==> config.mk <==
export PLATFORM = sky130hd
export DESIGN_NAME = key_conditioner
export DESIGN_NICKNAME = d
export VERILOG_FILES = /design/src/rtl/key_conditioner.sv
export SDC_FILE = /design/constraint.sdc
export NUM_CORES = 1
export LEC_CHECK = 0
export CORE_ASPECT_RATIO = 0.7
export CORE_UTILIZATION = 49
export DETAILED_ROUTE_END_ITERATION = 12
export PLACE_DENSITY = 0.78
export SLEW_MARGIN = 0
export SYNTH_ARGS = -nofsm -noshare
export SYNTH_HDL_FRONTEND = slang
export SYNTH_HIERARCHICAL = 1
export SYNTH_SLANG_ARGS = --single-unit
==> constraint.sdc <==
create_clock -name CLOCK_50 -period 2.83 [get_ports CLOCK_50]
set_clock_uncertainty 0.2 [all_clocks]
set_input_delay 0.4245 -clock CLOCK_50 [delete_from_list [all_inputs] [get_ports CLOCK_50]]
set_output_delay 0.4245 -clock CLOCK_50 [all_outputs]
set_load 0.03 [all_outputs]
==> src/rtl/key_conditioner.sv <==
// Pushbutton conditioner: per-key 2-flop sync + debounce, press/release pulses, press counter.
// Optional auto-repeat of held keys is built only when KEY_AUTOREPEAT_EN is defined.

module key_conditioner_lane #(
    parameter int DEBOUNCE_CYCLES = 1000000,
    parameter int REPEAT_DELAY    = 25000000,
    parameter int REPEAT_PERIOD   = 5000000
) (
    input  logic i_clk,
    input  logic i_rst,
    input  logic i_key_n,
    output logic o_level,
    output logic o_press,
    output logic o_release
);
    localparam int CW = (DEBOUNCE_CYCLES > 1) ? $clog2(DEBOUNCE_CYCLES) : 1;

    logic          r_sync1, r_sync2, r_stable, r_press, r_release;
    logic [CW-1:0] r_cnt;
    logic          w_s, w_diff, w_done, w_rhit;

    assign w_s    = ~r_sync2;
    assign w_diff = w_s ^ r_stable;
    assign w_done = w_diff && (r_cnt == CW'(DEBOUNCE_CYCLES - 1));

`ifdef KEY_AUTOREPEAT_EN
    localparam int RMAX = (REPEAT_DELAY > REPEAT_PERIOD) ? REPEAT_DELAY : REPEAT_PERIOD;
    localparam int RW   = $clog2(RMAX + 1);

    logic [RW-1:0] r_rcnt;
    logic          r_rfirst;

    // A release edge (w_done while held) must never coincide with a repeat pulse.
    assign w_rhit = r_stable && !w_done &&
                    (r_rcnt == (r_rfirst ? RW'(REPEAT_DELAY - 1) : RW'(REPEAT_PERIOD - 1)));

    always_ff @(posedge i_clk or posedge i_rst) begin
        if (i_rst) begin
            r_rcnt   <= '0;
            r_rfirst <= 1'b1;
        end else if (w_done || !r_stable) begin
            r_rcnt   <= '0;
            r_rfirst <= 1'b1;
        end else if (w_rhit) begin
            r_rcnt   <= '0;
            r_rfirst <= 1'b0;
        end else begin
            r_rcnt   <= r_rcnt + 1'b1;
        end
    end
`else
    assign w_rhit = 1'b0;
`endif

    always_ff @(posedge i_clk or posedge i_rst) begin
        if (i_rst) begin
            r_sync1   <= 1'b1;
            r_sync2   <= 1'b1;
            r_stable  <= 1'b0;
            r_cnt     <= '0;
            r_press   <= 1'b0;
            r_release <= 1'b0;
        end else begin
            r_sync1   <= i_key_n;
            r_sync2   <= r_sync1;
            r_press   <= (w_done && !r_stable) || w_rhit;
            r_release <= w_done && r_stable;
            if (!w_diff) begin
                r_cnt <= '0;
            end else if (w_done) begin
                r_cnt    <= '0;
                r_stable <= ~r_stable;
            end else begin
                r_cnt <= r_cnt + 1'b1;
            end
        end
    end

    assign o_level   = r_stable;
    assign o_press   = r_press;
    assign o_release = r_release;
endmodule

module key_conditioner #(
    parameter int N_KEYS          = 3,
    parameter int DEBOUNCE_CYCLES = 1000000,
    parameter int REPEAT_DELAY    = 25000000,
    parameter int REPEAT_PERIOD   = 5000000
) (
    input  logic              CLOCK_50,
    input  logic              reset,
    input  logic [N_KEYS-1:0] key_n_in,
    output logic [N_KEYS-1:0] key_level,
    output logic [N_KEYS-1:0] key_press,
    output logic [N_KEYS-1:0] key_release,
    output logic [7:0]        press_count
);
    logic [7:0] r_count;
    logic [7:0] w_inc;

    for (genvar g = 0; g < N_KEYS; g++) begin : g_lane
        key_conditioner_lane #(
            .DEBOUNCE_CYCLES(DEBOUNCE_CYCLES),
            .REPEAT_DELAY   (REPEAT_DELAY),
            .REPEAT_PERIOD  (REPEAT_PERIOD)
        ) u_lane (
            .i_clk    (CLOCK_50),
            .i_rst    (reset),
            .i_key_n  (key_n_in[g]),
            .o_level  (key_level[g]),
            .o_press  (key_press[g]),
            .o_release(key_release[g])
        );
    end

    // Count the registered pulses, so the total lags key_press by one edge.
    always_comb begin
        w_inc = '0;
        for (int k = 0; k < N_KEYS; k++) w_inc = w_inc + {7'd0, key_press[k]};
    end

    always_ff @(posedge CLOCK_50 or posedge reset) begin
        if (reset) r_count <= '0;
        else       r_count <= r_count + w_inc;
    end

    assign press_count = r_count;
endmodule
Word level (Yosys, flattened, before mapping)
Cells that the tools add are included.

word-level totals
  register bits after elaboration = 83
  bits of input ports = 5
  output and inout port bits = 17
  logic and storage cells = 58

cells by class
  equal/unequal tests = 3
  bitwise logic cells = 9
  mux-type cells = 6
  add/sub/neg operators = 6
  reduce and logical (&&, ||, !) cells = 15

operator list
  kind                   count
  $mux 20                6
  $add 20x1->20 const B  3
  $eq 20x20->1 const B   3
  $logic_and 1x1->1      9
  $add 8x3->8            1
  $not 1->1              6
  $reduce_and 2->1       3
  $add 2x1->3            1
  $logic_not 1->1        3
  $xor 1x1->1            3
  $add 1x1->2            1

Depth between registers and ports, before layout
Gate-level depths: netlist of the first run.

  depth after elaboration = 5
  mapped depth = 7
  gate-level depth less buffers = 6

Hierarchy
Netlist of the first run, hierarchy kept.

by module, submodules not included
  module                area each (um^2)  instances  seq. area each (um^2)  cells an instance
  key_conditioner_lane  1,179.9           3          628.1                  117
  key_conditioner       385.4             1          200.2                  32

Worst setup path before layout of the first run
OpenSTA, ideal clock, no wires.

  path kind = reg2reg
  from = register g_lane[0].u_lane.r_press
  to = register r_count[6], in the netlist press_count[6]
  period minus slack after synthesis = 2.285 ns
  path buffers = 0
  slack = 0.545 ns
  arrival time = 2.005 ns
  cell stages (with the launch flop) = 7
  library setup time = 0.080 ns
  required time = 2.550 ns
  path through = dfrtp_1 > fa_1 > ha_1 > inv_1 > fa_1 > nor3_2 > xor2_1

between the ends
  longest elaborated chain between the ends = 3

RTL lines
  what                      RTL line  source
  start: declaration        18        logic r_sync1, r_sync2, r_stable, r_press, r_release;
  start signal: assignment  66        r_press <= (w_done && !r_stable) || w_rhit;
  $add 1x1->2               119       for (int k = 0; k < N_KEYS; k++) w_inc = w_inc + {7'd0, key_press[k]};
  $add 2x1->3               119
  $add 8x3->8               124       else r_count <= r_count + w_inc;
  end signal: assignment    124
  end: declaration          98        logic [7:0] r_count;

No other way between the ends.
A chain may end at the register's enable or synchronous reset.

Worst setup path after layout of the first run
  from = register g_lane[1].u_lane.r_cnt[0]
  to = register g_lane[1].u_lane.r_cnt[16]

between the ends
  longest elaborated chain between the ends = 4
  elaborated cells between the ends (all ways) = 5
  classes of those cells = add/sub: 1; eq/ne: 1; mux: 2; reduce/logical: 1

RTL lines
  what                                                                   RTL line  source
  start: declaration                                                     19        logic [CW-1:0] r_cnt;
  start signal: assignment                                               74        r_cnt <= r_cnt + 1'b1;
  parallel branches: the longest is 2 deep, another holds $add 20x1->20  --
  $mux 20 (*)                                                            70        end else if (w_done) begin
  $mux 20 (*)                                                            68        if (!w_diff) begin

Every way passes the cells marked *.

==> metrics.txt, run 1 <==
run status finished clean; multiplexer share of the synthesized area 0.7651%; later-pin clock latency in the skew report 0.34 ns; Reg2Reg Launch Point g_lane[1].u_lane/r_cnt[0]; via count between 2,000 and 3,000; DP HPWL 5021 um; CTS Buf Count 9; core area 7515 sq um; CTS Hold Bufs 0; Die Ht 76.88 um; count leader, synth dfrtp_1; Setup crit end kind flop; Synthesis Warnings 6; Slew HR 70.05%; Starting Density 52.23%; Mapped Cells 383; Util after Layout 59.87%; fillers 623; Max H-tree Level 3; Crit-path slowest cell or4_4; routability cong. 0.8150; Min-Delay Path Class primary input to async pin; synth-to-layout area growth 14.63%; met2 GRT Util 28.87%; antenna violations before repair 0; drt first pass iters 4; cts repair resizes 0; Area contributors post-synth dfrtp_1, xnor2_1, nor2_1; Post-layout nets 418; flop2flop setup slack between 0.5 and 0.6 ns; area leader, netlist dfrtp_1; Std-Cell Rows 26; #FFs+latches synth 83; syn nets 395; wire per inst 14.40 um; CP Launch Type flop; first-pass GRT wire length 12,750 um; Reg2Reg Depth 5; EDFF count, synth 0; post-CTS setup buffers 0; Final Hold Violating Endpoints 0; Post-Syn Area 3925 sq um; final worst slack approximately 0.52 ns; largest net degree at the start of global routing 26; Async S/R FF share, synth 100.0%; Total Wirelength around 7300 um; Synth cell types 33; Final Power 2.433 mW; setup slack at placement 0.5391 ns; Top FF cell, synth dfrtp_1; remaining antenna violation count 0; RSZ-0062 raised after global routing false; M1 GR Usage 27.83%; Max rail drop VDD 391.7 uV; Max Cap Viol 0; I/O Buffers 21; post-synth top area share 49.09%; data required time of the critical path 2.89 ns; combined buffer and inverter count along the critical path 0; worst path cell trace ha_1, nand2_1, or4_4, or3_2, a21oi_1; Leak around 1.8 nW; GRT Total Usage 19.84%; total global routing overflow 0; final worst-path cycle share 81.62%; Setup TNS 0 ns; CTS sink cnt 83; DIE AREA 8378 sq um; DR vias/cell 5.538; Synth Area in Adders 2.614%; CP Class flop to flop; Post-Synth XOR/XNOR Area 9.372%; worst reg2reg endpoint g_lane[1].u_lane/r_cnt[16]; diode count 0; IO Count 22; clk buf depth 2; share of layout cells above drive strength 1 roughly 10%; DIE WIDTH 109.0 um; fin. max-slew vios 0; FMAX between 0.4 and 0.5 GHz; largest family of logic cells by synthesized area simple AND/OR/NAND/NOR gates; simple-gate share of the synthesized area a little under a quarter; Fin Hold WS 0.1280 ns; CP delay by family, top simple AND/OR/NAND/NOR gates; register area share after synthesis 53.11%; Tmin final 2.310 ns; number of global-route vias before repair ~2,700; GR Layer Usage met3 7.143%; CTS tree done; worst-path maximum fanout 6; setup violators final 0; worst slew pin tran 0.4451 ns; CTS root buf clkbuf_16; syn avg cell area 10.25 sq um; GR peak layer met2; Clock transition at path regs around 0.060 ns; Power Density between 500 and 600 nW/um^2; most frequent cells after synthesis dfrtp_1, nor2_1, xnor2_1, nand2_1, a21oi_1; crit path DAT between 2 and 2.5 ns; crit-path max cell delay 0.59 ns; initial DRC count approximately 180; DRC viols 0; complex-gate fraction of the synthesized area around 7%
==> per-layer routing <==
metal  vias to the layer above  routed length, um
met5                         -                  0
met4                         0                 80
met3                         9                343
met2                        52               3237
met1                      1372               3668
li1                       1386                  -
==> how the worst max path moves through the flow <==
stage / endpoint / slack (ns) / start / depth (start not counted)
after floorplan: press_count[6] / 0.54 / g_lane[0].u_lane/o_press / 6
after global placement: g_lane[2].u_lane/r_cnt[18] / 0.63 / g_lane[2].u_lane/r_cnt[0] / 5
after detailed placement: g_lane[2].u_lane/r_cnt[18] / 0.54 / g_lane[2].u_lane/r_cnt[0] / 5
after CTS: g_lane[1].u_lane/r_cnt[16] / 0.51 / g_lane[1].u_lane/r_cnt[0] / 5
after global routing: g_lane[0].u_lane/r_cnt[18] / 0.39 / g_lane[0].u_lane/r_cnt[0] / 5
final: g_lane[1].u_lane/r_cnt[16] / 0.52 / g_lane[1].u_lane/r_cnt[0] / 5
==> registers in the layout, summed over array words and instances (netlist names) <==
| name | count |
|---|---|
| g_lane.u_lane/o_level | 3 |
| g_lane.u_lane/o_press | 3 |
| g_lane.u_lane/o_release | 3 |
| g_lane.u_lane/r_cnt | 60 |
| g_lane.u_lane/r_sync1 | 3 |
| g_lane.u_lane/r_sync2 | 3 |
| press_count | 8 |
==> report_power, final <==
part	switching [mW]	total (mW)	internal (mW)
sequential	0.0148	1.22	1.21
clock	0.460	1.14	0.684
combinational	0.0462	0.0690	0.0228
==> worst reg2reg max path: cells and delay by family (launching register included) <==
| kind | cells | cell delay [ns] |
|---|---|---|
| AO/OA/AOI/OAI | 1 | 0.18 |
| flip-flops | 1 | 0.40 |
| AND/OR/NAND/NOR | 3 | 1.22 |
| adder cells (fa/ha/maj) | 1 | 0.23 |
==> cell families (layout without fill, tap and decap cells) <==
family,Yosys count,in the layout
AND/OR/NAND/NOR,170,170
flip-flops,83,83
AO/OA/AOI/OAI,46,46
XOR/XNOR,42,42
buffers and inverters,32,60
adder cells (fa/ha/maj),7,7
multiplexers,3,3
==> layout make-up <==
type	count	area, sq um	share of cell area (%)
flip-flops and latches	83	2085	46.33
multi-input cells	268	1690	37.57
repair buffers	24	232.7	5.172
clock buffers	10	229.0	5.089
well taps	98	122.6	2.725
inverters	20	75.07	1.669
clock inverters	6	65.06	1.446
==> placed cells by master (no fill, tap or decap), drive strengths merged, types with 2 or more instances in the layout <==
cell | synthesis | layout
dfrtp | 77 | 77
nor2 | 46 | 46
xnor2 | 34 | 34
nand2 | 28 | 28
a21oi | 21 | 21
clkdlybuf4s50 | 0 | 21
inv | 20 | 21
nand3 | 21 | 21
nor3 | 16 | 16
or4 | 15 | 15
nor4 | 12 | 12
o21ai | 12 | 12
or3 | 12 | 12
clkbuf | 0 | 10
o31ai | 9 | 9
xor2 | 8 | 8
nand4 | 7 | 7
dfstp | 6 | 6
ha | 5 | 5
and3 | 4 | 4
nand3b | 3 | 3
and4 | 3 | 3
a21bo | 3 | 3
nor3b | 3 | 3
mux2i | 3 | 3
buf | 12 | 3
clkinv | 0 | 3
fa | 2 | 2
==> metrics by stage <==
stage / cells / area (sq um)
detailed placement: 493 / 4205
global placement: 493 / 4205
CTS: 509 / 4499
floorplan: 383 / 3925
finish: 509 / 4499
global route: 509 / 4499
No activity file was read; power rests on OpenSTA's default activity.
==> run 2: changes to the inputs <==
- PLACE_DENSITY: 0.78 -> 0.81
- clock period: 2.83 -> 2.1 ns (I/O delays scaled with it)
==> run 2 against run 1 <==
  * The flow now finishes with violations (negative setup slack)
  * Critical path depth rose by 1
  * Combinational power rose by 110%
  * Global-route usage rose by 3.0 points
  * Register-to-register slack got worse by 0.58 ns
  * Non-clock buffer count rose by 41
  * Hold slack got worse by 0.042 ns
  * Sequential cell count did not move
  * Total power rose by 46%
  * Sequential power rose by 34%
  * Clock-buffer cell count fell by 1
  * Sequential share of layout area fell by 4.4 points
==> metrics.txt, run 2 (synthesis gave the netlist of run 1 again) <==
run status finished with violations (was finished clean); failing checks negative setup slack; via count 3,094 (was 2,819); met3 WL 401 um (was 343 um); CP delay by family, top simple AND/OR/NAND/NOR gates (unchanged); drt first pass iters 5 (was 4); later-pin clock latency in the skew report 0.35 ns (was 0.34 ns); share of layout cells above drive strength 1 23.89% (was 9.732%); CTS Buf Count 9 (unchanged); Min-Delay Path Class primary input to async pin (unchanged); DP HPWL 5842 um (was 5021 um); worst-path maximum fanout 6 (unchanged); FMAX 0.4640 GHz (was 0.4329 GHz); final worst slack -0.05523 ns (was 0.5202 ns); DR vias/cell 5.625 (was 5.538); Max H-tree Level 3 (unchanged); remaining antenna violation count 0 (unchanged); synth-to-layout area growth 26.75% (was 14.63%); wire per inst 16.19 um (was 14.40 um); Starting Density 52.23% (unchanged); RSZ-0062 raised after global routing true (was false); register name with the most flops g_lane.u_lane/r_cnt (unchanged); setup violators final 4 (was 0); most frequent cells in the layout dfrtp_1, nor2_1, buf_4 (was dfrtp_1, nor2_1, xnor2_1); Total Wirelength 8904 um (was 7329 um); worst path cell trace buf_4, ha_4, nand2_2, or4_4, or4_4, a21oi_2 (was ha_1, nand2_1, or4_4, or3_2, a21oi_1); antenna violations before repair 0 (unchanged); DIE AREA 8378 sq um (unchanged); highest metal used met4 (unchanged); I/O Buffers 21 (unchanged); Final Hold Violating Endpoints 0 (unchanged); Crit-path slowest cell or4_4 (unchanged); DP Area 4458 sq um (was 4205 sq um); Die Ht 76.88 um (unchanged); CTS Hold Bufs 0 (unchanged); Max rail drop VDD 628.1 uV (was 391.7 uV); Max Cap Viol 0 (unchanged); Tmin final 2.155 ns (was 2.310 ns); routability cong. 0.8595 (was 0.8150); IO Count 22 (unchanged); Final Power 3.549 mW (was 2.433 mW); clk buf depth 2 (unchanged); DRC viols 0 (unchanged); GRT Total Usage 22.84% (was 19.84%); Layout Cells excl Fill 550 (was 509); wire length on met2 4367 um (was 3237 um); Clock transition at path regs 0.07 ns (was 0.06 ns); Largest register FFs 60 (unchanged); number of global-route vias before repair 3,027 (was 2,729); Post-layout nets 459 (was 418); Leak 2.056 nW (was 1.809 nW); CP Class flop to flop (unchanged); CTS root buf clkbuf_16 (unchanged); total global routing overflow 0 (unchanged); CTS tree done (unchanged); first-pass GRT wire length 14,490 um (was 12,750 um); crit path DAT 2.23 ns (was 2.37 ns); largest net degree at the start of global routing 26 (unchanged); M1 wire length 3927 um (was 3668 um); most frequent CP cell or4_4; Std-Cell Rows 26 (unchanged); fin. max-slew vios 0 (unchanged); combined buffer and inverter count along the critical path 1 (was 0); Final Cell Area 4975 sq um (was 4499 sq um); Power Density 713.4 nW/um^2 (was 540.8 nW/um^2); data required time of the critical path 2.18 ns (was 2.89 ns); dpl cells 524 (was 493); Util after Layout 66.20% (was 59.87%); diode count 0 (unchanged); commonest non-fill, non-tap cell in the layout dfrtp_1 (unchanged); Setup crit end kind flop (unchanged); Setup TNS -0.1474 ns (was 0 ns); final worst-path cycle share 102.6% (was 81.62%); core area 7515 sq um (unchanged); CTS sink cnt 83 (unchanged); initial DRC count 165 (was 181); crit-path max cell delay 0.53 ns (was 0.59 ns); DIE WIDTH 109.0 um (unchanged); Slew HR 71.75% (was 70.05%); worst slew pin tran 0.4199 ns (was 0.4451 ns); CP Launch Type flop (unchanged)
[run 2: layout make-up]
class	count	area [sq um]
Clock buffer	9	225.2
Clock inverter	7	105.1
Fill cell	570	2540
Inverter	20	75.07
Multi-Input combinational cell	268	1818
Sequential cell	83	2088
Tap cell	98	122.6
Timing Repair Buffer	65	540.5
[run 2: power by group]
group	total [mW]	switching (mW)	internal (mW)	leakage, nW
Clock	1.76	0.700	1.06	0.159
Combinational	0.147	0.0842	0.0627	0.771
Sequential	1.64	0.0163	1.62	1.13
Total	3.55	0.801	2.75	2.06
[run 2: layer usage]
layer	vias to the layer above	track usage [%]
met4	0	10.14
met3	18	5.697
met2	90	35.03
met5	-	0
li1	1467	-
met1	1519	30.43
[run 2: worst register-to-register path: stages (launching register included)]
cell,delay [ns]
dfrtp_1,0.37
buf_4,0.14
ha_4,0.14
nand2_2,0.06
or4_4,0.53
or4_4,0.52
a21oi_2,0.14
[run 2: through the flow]
| step | worst slack [ns] | hold WS, ns |
|---|---|---|
| finish | -0.05523 | 0.08606 |
| global route | -0.1393 | 0.1141 |
| CTS | -0.02438 | 0.07772 |
| detailed placement | -0.02174 | 0.1472 |
| global placement | 0.04986 | 0.1470 |
| floorplan | -0.01295 | -0.06934 |
[run 2: final timing paths]
check / end / cells past startpoint / slack, ns / startpoint
setup reg to reg: g_lane[1].u_lane/r_cnt[18] / 6 / -0.06 / g_lane[1].u_lane/r_cnt[0]
hold reg to reg: g_lane[1].u_lane/r_sync2 / 0 / 0.16 / g_lane[1].u_lane/r_sync1
setup / recovery: g_lane[1].u_lane/r_cnt[18] / 6 / -0.06 / g_lane[1].u_lane/r_cnt[0]
max in group asynchronous: g_lane[1].u_lane/r_sync2 / 3 / 1.03 / reset
hold / removal: g_lane[1].u_lane/r_cnt[18] / 2 / 0.09 / reset
min in group CLOCK_50: g_lane[1].u_lane/r_sync2 / 0 / 0.16 / g_lane[1].u_lane/r_sync1
[run 2: repair_timing]
action,in CTS,in global routing
pin swaps,3,10
resized for setup,4,20
setup endpoints to repair,7,52
buffers inserted,4,6
